File: src/rtl/fp_addsub_pipe.sv
`timescale 1ns/1ps
// Pipelined IEEE-754 add/sub, RNE, subnormals; FP_ADD_FLAGS_EN adds the {invalid,overflow,underflow,inexact} flags port.
// Latency: 4 cycles accept-to-out_valid, 1 op/cycle.
// Backpressure: one global stall, in_ready = !out_valid || out_ready, so all stages hold while output is blocked.
module fp_addsub_pipe #(
    parameter int EXP_W = 8,
    parameter int MAN_W = 23
) (
    input  logic                   clk,
    input  logic                   rstn,
    input  logic                   in_valid,
    output logic                   in_ready,
    input  logic [EXP_W+MAN_W:0]   op_a,
    input  logic [EXP_W+MAN_W:0]   op_b,
    input  logic                   sub,
    output logic                   out_valid,
    input  logic                   out_ready,
    output logic [EXP_W+MAN_W:0]   result
`ifdef FP_ADD_FLAGS_EN
    ,
    output logic [3:0]             flags
`endif
);
    localparam int W   = 1 + EXP_W + MAN_W;
    localparam int FW  = MAN_W + 4;          // hidden, mantissa, guard, round, sticky
    localparam int LZW = $clog2(FW + 1);
    localparam int CW  = ((LZW > EXP_W) ? LZW : EXP_W) + 2;
    localparam logic [CW-1:0] EXP_MAX = CW'((1 << EXP_W) - 1);

    logic advance;
    assign advance  = !out_valid || out_ready;
    assign in_ready = advance && !rstn;

    // ---------------- S1: unpack, classify, swap ----------------
    logic             a_sgn, b_sgn, l_sgn, s_sgn;
    logic [EXP_W-1:0] a_exp, b_exp, l_exp, s_exp, l_eff, s_eff;
    logic [MAN_W-1:0] a_man, b_man, l_man, s_man;
    logic             a_nan, b_nan, a_inf, b_inf, a_zero, b_zero, a_big;
    logic             sp_hit;
    logic [W-1:0]     sp_res, qnan;

    always_comb begin
        a_sgn  = op_a[W-1];
        a_exp  = op_a[W-2:MAN_W];
        a_man  = op_a[MAN_W-1:0];
        b_sgn  = op_b[W-1] ^ sub;
        b_exp  = op_b[W-2:MAN_W];
        b_man  = op_b[MAN_W-1:0];
        a_nan  = (&a_exp) & (|a_man);
        b_nan  = (&b_exp) & (|b_man);
        a_inf  = (&a_exp) & ~(|a_man);
        b_inf  = (&b_exp) & ~(|b_man);
        a_zero = ~(|a_exp) & ~(|a_man);
        b_zero = ~(|b_exp) & ~(|b_man);
        // Biased-exponent/mantissa field order is monotonic in magnitude, subnormals included.
        a_big  = (op_a[W-2:0] >= op_b[W-2:0]);
        if (a_big) begin
            l_sgn = a_sgn; l_exp = a_exp; l_man = a_man;
            s_sgn = b_sgn; s_exp = b_exp; s_man = b_man;
        end else begin
            l_sgn = b_sgn; l_exp = b_exp; l_man = b_man;
            s_sgn = a_sgn; s_exp = a_exp; s_man = a_man;
        end
        l_eff = (l_exp == '0) ? EXP_W'(1) : l_exp;
        s_eff = (s_exp == '0) ? EXP_W'(1) : s_exp;
    end

`ifdef FP_ADD_FLAGS_EN
    logic sp_inv;
`endif

    always_comb begin
        qnan              = '0;
        qnan[W-2:MAN_W]   = '1;
        qnan[MAN_W-1]     = 1'b1;
        sp_hit            = 1'b1;
        sp_res            = qnan;
`ifdef FP_ADD_FLAGS_EN
        sp_inv            = 1'b0;
`endif
        if (a_nan | b_nan) begin
`ifdef FP_ADD_FLAGS_EN
            sp_inv = (a_nan & ~a_man[MAN_W-1]) | (b_nan & ~b_man[MAN_W-1]);
`endif
        end else if (a_inf & b_inf & (a_sgn != b_sgn)) begin
`ifdef FP_ADD_FLAGS_EN
            sp_inv = 1'b1;
`endif
        end else if (a_inf) begin
            sp_res = {a_sgn, {EXP_W{1'b1}}, {MAN_W{1'b0}}};
        end else if (b_inf) begin
            sp_res = {b_sgn, {EXP_W{1'b1}}, {MAN_W{1'b0}}};
        end else if (a_zero & b_zero) begin
            // Only (-0)+(-0) keeps the sign; mixed-sign zeros give +0.
            sp_res = {a_sgn & b_sgn, {(W-1){1'b0}}};
        end else if (a_zero) begin
            sp_res = {b_sgn, op_b[W-2:0]};
        end else if (b_zero) begin
            sp_res = op_a;
        end else begin
            sp_hit = 1'b0;
        end
    end

    logic             s1_vld, s1_sgn, s1_esub, s1_sp;
    logic [EXP_W-1:0] s1_exp, s1_diff;
    logic [MAN_W:0]   s1_lsig, s1_ssig;
    logic [W-1:0]     s1_sp_res;

    // ---------------- S2: align smaller significand ----------------
    logic [FW-1:0] al_ext, al_mask, al_shr, al_small;

    always_comb begin
        al_ext   = {s1_ssig, 3'b000};
        al_mask  = ~({FW{1'b1}} << s1_diff);
        al_shr   = al_ext >> s1_diff;
        al_small = {al_shr[FW-1:1], al_shr[0] | (|(al_ext & al_mask))};
    end

    logic             s2_vld, s2_sgn, s2_esub, s2_sp;
    logic [EXP_W-1:0] s2_exp;
    logic [FW-1:0]    s2_big, s2_small;
    logic [W-1:0]     s2_sp_res;

    // ---------------- S3: magnitude add/sub ----------------
    logic [FW:0] sum_c;
    assign sum_c = s2_esub ? ({1'b0, s2_big} - {1'b0, s2_small})
                           : ({1'b0, s2_big} + {1'b0, s2_small});

    logic             s3_vld, s3_sgn, s3_esub, s3_sp;
    logic [EXP_W-1:0] s3_exp;
    logic [FW:0]      s3_sum;
    logic [W-1:0]     s3_sp_res;

`ifdef FP_ADD_FLAGS_EN
    logic s1_sp_inv, s2_sp_inv, s3_sp_inv;
`endif

    // ---------------- S4: normalise, round, pack ----------------
    logic [LZW-1:0]   lzc;
    logic             lz_found;
    logic [CW-1:0]    e_in, shamt, e_norm, e_fin;
    logic [FW-1:0]    nrm;
    logic [MAN_W+1:0] rnd;
    logic             g, r, st, lsb, inc, ovf;
    logic [W-1:0]     res_c;

    always_comb begin
        lzc      = '0;
        lz_found = 1'b0;
        for (int i = FW - 1; i >= 0; i--) begin
            if (!lz_found) begin
                if (s3_sum[i]) lz_found = 1'b1;
                else           lzc = lzc + LZW'(1);
            end
        end
    end

    always_comb begin
        e_in   = CW'(s3_exp);
        shamt  = '0;
        if (s3_sum[FW]) begin
            nrm    = {s3_sum[FW:2], s3_sum[1] | s3_sum[0]};
            e_norm = e_in + CW'(1);
        end else begin
            // Stop at exponent 1: anything left unnormalised is a subnormal.
            shamt  = (CW'(lzc) < (e_in - CW'(1))) ? CW'(lzc) : (e_in - CW'(1));
            nrm    = s3_sum[FW-1:0] << shamt;
            e_norm = e_in - shamt;
        end
        lsb = nrm[3];
        g   = nrm[2];
        r   = nrm[1];
        st  = nrm[0];
        inc = g & (r | st | lsb);
        rnd = {1'b0, nrm[FW-1:3]} + (MAN_W+2)'(inc);
        if (rnd[MAN_W+1])    e_fin = e_norm + CW'(1);
        else if (rnd[MAN_W]) e_fin = e_norm;
        else                 e_fin = '0;
        ovf = (e_fin >= EXP_MAX);

        if (s3_sp)                res_c = s3_sp_res;
        else if (s3_sum == '0)    res_c = {s3_sgn & ~s3_esub, {(W-1){1'b0}}};
        else if (ovf)             res_c = {s3_sgn, {EXP_W{1'b1}}, {MAN_W{1'b0}}};
        else                      res_c = {s3_sgn, e_fin[EXP_W-1:0], rnd[MAN_W-1:0]};
    end

`ifdef FP_ADD_FLAGS_EN
    logic [3:0] flg_c;
    logic       inx;
    always_comb begin
        inx = g | r | st;
        if (s3_sp)             flg_c = {s3_sp_inv, 3'b000};
        else if (s3_sum == '0) flg_c = 4'b0000;
        else if (ovf)          flg_c = 4'b0101;
        else                   flg_c = {2'b00, inx & (e_fin == '0), inx};
    end
`endif

    // ---------------- pipeline registers ----------------
    always_ff @(posedge clk) begin
        if (rstn) begin
            s1_vld    <= 1'b0;
            s2_vld    <= 1'b0;
            s3_vld    <= 1'b0;
            out_valid <= 1'b0;
            result    <= '0;
`ifdef FP_ADD_FLAGS_EN
            flags     <= '0;
`endif
        end else if (advance) begin
            s1_vld    <= in_valid;
            s1_sgn    <= l_sgn;
            s1_esub   <= l_sgn ^ s_sgn;
            s1_exp    <= l_eff;
            s1_diff   <= l_eff - s_eff;
            s1_lsig   <= {|l_exp, l_man};
            s1_ssig   <= {|s_exp, s_man};
            s1_sp     <= sp_hit;
            s1_sp_res <= sp_res;

            s2_vld    <= s1_vld;
            s2_sgn    <= s1_sgn;
            s2_esub   <= s1_esub;
            s2_exp    <= s1_exp;
            s2_big    <= {s1_lsig, 3'b000};
            s2_small  <= al_small;
            s2_sp     <= s1_sp;
            s2_sp_res <= s1_sp_res;

            s3_vld    <= s2_vld;
            s3_sgn    <= s2_sgn;
            s3_esub   <= s2_esub;
            s3_exp    <= s2_exp;
            s3_sum    <= sum_c;
            s3_sp     <= s2_sp;
            s3_sp_res <= s2_sp_res;

            out_valid <= s3_vld;
            if (s3_vld) result <= res_c;
`ifdef FP_ADD_FLAGS_EN
            s1_sp_inv <= sp_inv;
            s2_sp_inv <= s1_sp_inv;
            s3_sp_inv <= s2_sp_inv;
            if (s3_vld) flags <= flg_c;
`endif
        end
    end
endmodule

File: config.mk
export PLATFORM = sky130hd
export DESIGN_NAME = fp_addsub_pipe
export DESIGN_NICKNAME = d
export VERILOG_FILES = /design/src/rtl/fp_addsub_pipe.sv
export SDC_FILE = /design/constraint.sdc
export NUM_CORES = 1
export LEC_CHECK = 0
export BUFFER_PORTS_ARGS = -buffer_cell sky130_fd_sc_hd__buf_2
export CAP_MARGIN = 40
export CORE_UTILIZATION = 45
export DETAILED_ROUTE_END_ITERATION = 10
export PLACE_DENSITY = 0.63
export SLEW_MARGIN = 20
export SYNTH_ARGS = -nofsm -noshare
export SYNTH_HDL_FRONTEND = slang
export SYNTH_SLANG_ARGS = --single-unit
File: constraint.sdc
create_clock -name clk -period 18.7 [get_ports clk]
set_input_delay 3.74 -clock clk [delete_from_list [all_inputs] [get_ports clk]]
set_output_delay 3.74 -clock clk [all_outputs]
set_load 0.02 [all_outputs]
==> key figures <==
Pwr
  • Sequential Power Share: a little under two fifths
  • Switch share: 36.2%
  • VDD IR max: 0.0768 mV
  • Leak: 9.81 nW
  • Sw Pwr: between 800 and 900 uW
  • Internal power: 1.47 mW
  • Total chip power: 2.31 mW
  • Clock share of power: 27.2%
  • Pwr/cell area: 94.5 nW/um^2
  • Comb pwr share: 35.0%

Clock tree
  • Root cell of the clock tree: clkbuf_16
  • Worst-path clk slew: ~70 ps
  • TritonCTS clock tree: built
  • CTS sink count: 300
  • Max Buffers Root-to-Sink: 3
  • H-tree levels: 1
  • CTS Buf Count: 31
  • Clock Latency Late Sink: around 600 ps
  • CTS hold repair buffers: 0

Cells and area
  • Design Area, Final: around 24000 sq um
  • Area Growth Syn to Fin: 11.3%
  • FILL cells: 4418
  • Final #Nets: approximately 2600
  • FF+latch area: 8650 sq um
  • Share of cells above drive strength 1: between 10% and 20%
  • Multi-input logic area: 12500 sq um
  • Antenna diode count: 0
  • Final cell count without fillers: 3060
  • Final Util: approximately 50%

STA
  • Final hold vios: 0
  • Hold_ws: 401 ps
  • Clk_skew: roughly 22 ps
  • Worst Max-Slew Pin Slew: roughly 980 ps
  • Fmax: between 50 and 60 MHz
  • Slew headroom: between 30% and 40%
  • Setup-failing EPs final: 0
  • Fin crit share: 93.7%
  • Final count of pins violating max slew: 0
  • Final Critical Period: 17530 ps

Route
  • Vias: approximately 18000
  • ANT nets after route: 0
  • DR iter-0 viols: about 1900
  • DRC: 0
  • Drt via density: ~6.0
  • Routed len/inst: approximately 20 um
  • TritonRoute pass-1 iters: 6
  • Routed wire length: around 63000 um

Worst setup path
  • Max incr delay on CP: around 500 ps
  • Setup CP Type: reg -> reg
  • CP startpoint kind: flip-flop
  • Arr. time, crit path: ~18000 ps
  • Slowest CP cell: o31ai_4
  • Worst r2r src: s3_sum[25]
  • Crit end category: flip-flop
  • Critical-path maximum fanout: 11
  • Most frequent cell on the critical path: ha_1
  • CP Data Required Time: between 15000 and 20000 ps
  • Critical path origin: s3_sum[25]

Synthesis
  • Post-synth top area share: 36.1%
  • Yosys warns: 0
  • Post-synth EDFFs: 264
  • Ys flop type: edfxtp_1
  • Mapped Cells: 2350
  • Synth Area in XOR/XNOR: between 5 and 6%
  • Netlist cell types: 107
  • Simple-Gate Fraction of Synth Area: between 10% and 20%
  • Sequential element share of the synthesized area: around two fifths
  • Post-Syn Nets: 2546
  • Mapped Avg Cell Area: ~9.4 sq um
  • Top area cells in the synthesized netlist: edfxtp_1 36%, ha_1 7.1%, mux2i_1 5.3%, a21oi_1 4.8%, nor2_1 4.1%
  • Mux share of post-synthesis cell area: between 8 and 9%
  • Fraction of registers with async set/reset: 0%
  • Number of synthesized register bits: 300
  • Area of the mapped netlist: roughly 22000 sq um
  • Post-Synth Adder-Cell Area: around 7.5%
  • Compound-gate portion of the synthesized area: around 17%
  • Dominant cell type by area after synthesis: edfxtp_1
  • Largest family of logic cells by synthesized area: simple AND/OR/NAND/NOR gates

Hold path
  • HP Class: reg -> reg
  • Worst hold start: s1_sp_res[4]

Global routing
  • Total Routing Usage GR: around 25%
  • Largest net degree at the start of global routing: ~190
  • Vias in the first global route: between 15000 and 20000
  • Initial antenna violation count: 1
  • First-pass GRT wire length: 97600 um
  • GRT overflow: 0

Floorplan
  • Core area: 47900 sq um
  • Std-Cell Rows: 80
  • Die X-Extent: between 200 and 250 um
  • Starting density of the core: around 46%
  • Die ar.: about 50000 sq um
  • Die Y: between 200 and 250 um
  • Top Ports: approximately 100

Place
  • RePlAce Congestion: approximately 0.97
  • Post-DP HPWL: a little under 50000 um
  • Placed instance area: between 20000 and 25000 sq um
  • Port Buffers: roughly 100
  • Placed cell count: around 3000

Run status
  • Status: completed

Flow run
  • Max-Cap Viols: 0
[flip-flops by register name (all words and copies together), names as in the netlist, 27 cells and up]
| register | count |
|---|---|
| s2_sp_res | 32 |
| s1_sp_res | 32 |
| s3_sp_res | 32 |
| s2_small | 27 |
| result | 32 |
| s3_sum | 28 |
[critical path, delay by kind of cell, from the launching register on]
kind	cells	cell delay (ps)
flip-flops	1	440
buffers and inverters	6	610
multiplexers	7	1070
AO/OA/AOI/OAI	25	5010
XOR/XNOR	2	710
AND/OR/NAND/NOR	34	4950
adder cells (fa/ha/maj)	15	4620
[stage by stage]
stage	setup slack, ps	setup TNS (ps)
floorplan	1530	0
global placement	764	0
detailed placement	424	0
CTS	345	0
global route	-3.45	-3.45
finish	1170	0
[layer usage]
layer	global-route usage, %	part of all wire [%]	up-vias
met3	2.50	6.0	115
met1	35.1	45	8736
li1	-	-	8760
met2	39.7	46	734
met5	0	0	-
met4	7.99	3.1	0
[cell type report]
type | count | area share (%)
Multi-Input combinational cell | 1801 | 51.0
Sequential cell | 300 | 35.4
Timing Repair Buffer | 166 | 4.42
Clock buffer | 32 | 3.19
Tap cell | 615 | 3.15
Inverter | 120 | 1.84
Clock inverter | 26 | 1.10
[cell usage after synthesis (all sizes together) (29+ instances only)]
cell type,number
nand4,34
xnor2,66
inv,118
mux2,50
nor2b,42
a211oi,50
o21bai,30
nor3,49
clkbuf,102
nand2,193
and3,29
nor2,241
nand2b,32
mux2i,117
nand3,43
a21oi,210
ha,124
edfxtp,264
o21ai,118
xor2,37
nor4,32
dfxtp,36
[power groups by stage]
stage | sequential (mW) | combinational [mW] | clock, mW
4_1_cts | 0.871 | 0.780 | 0.641
3_5_place_dp | 0.885 | 0.776 | 0
2_1_floorplan | 0.843 | 0.585 | 0
5_1_grt | 0.879 | 0.883 | 0.666
6_report | 0.874 | 0.809 | 0.629
3_3_place_gp | 0.885 | 0.764 | 0
[layout by cell type, fill, tap and decap left out, types with 12 or more instances in the layout]
cell type  synthesis  final
mux2i_1          117    116
ha_1             124    124
nor4_1            27     27
a211oi_1          47     46
nand4_1           33     33
nand2b_1          32     31
buf_4              1     55
nor3_1            47     44
nand3_1           42     42
and3_1            29     29
clkbuf_16          0     31
o211ai_1          13     13
a21oi_1          210    207
inv_1            116    116
xnor2_1           64     64
edfxtp_1         264    264
o21ai_0          113    107
nand2_1          192    192
and2_1            19     19
o22ai_1           27     27
o21bai_1          30     30
or3_1             15     15
xor2_1            35     35
or2_2             12     12
a21o_1            28     28
buf_2              7    103
mux2_2            50     50
nor2b_1           42     40
dfxtp_1           36     36
o21a_1            21     20
nor2_1           240    239
[what timing repair did]
item	CTS	global route
setup endpoints to repair	0	31
buffers inserted	0	11
hold endpoints to repair	0	0
resized for setup	0	22
[kinds of logic after synthesis]
group | Yosys count
DFF | 300
buffers and inverters | 249
xor gates and xnor gates | 112
muxes | 170
adders and majority gates | 131
AOI/OAI and AO/OA | 600
and+or+nand+nor | 788
[path summary, 6_finish.rpt]
check | cells past startpoint | end | slack [ps]
setup / recovery | 89 | result[26] | 1170
hold / removal | 0 | s2_sp_res[4] | 400
setup reg to reg | 89 | result[26] | 1170
hold reg to reg | 0 | s2_sp_res[4] | 400
No activity file was read; power rests on OpenSTA's default activity.
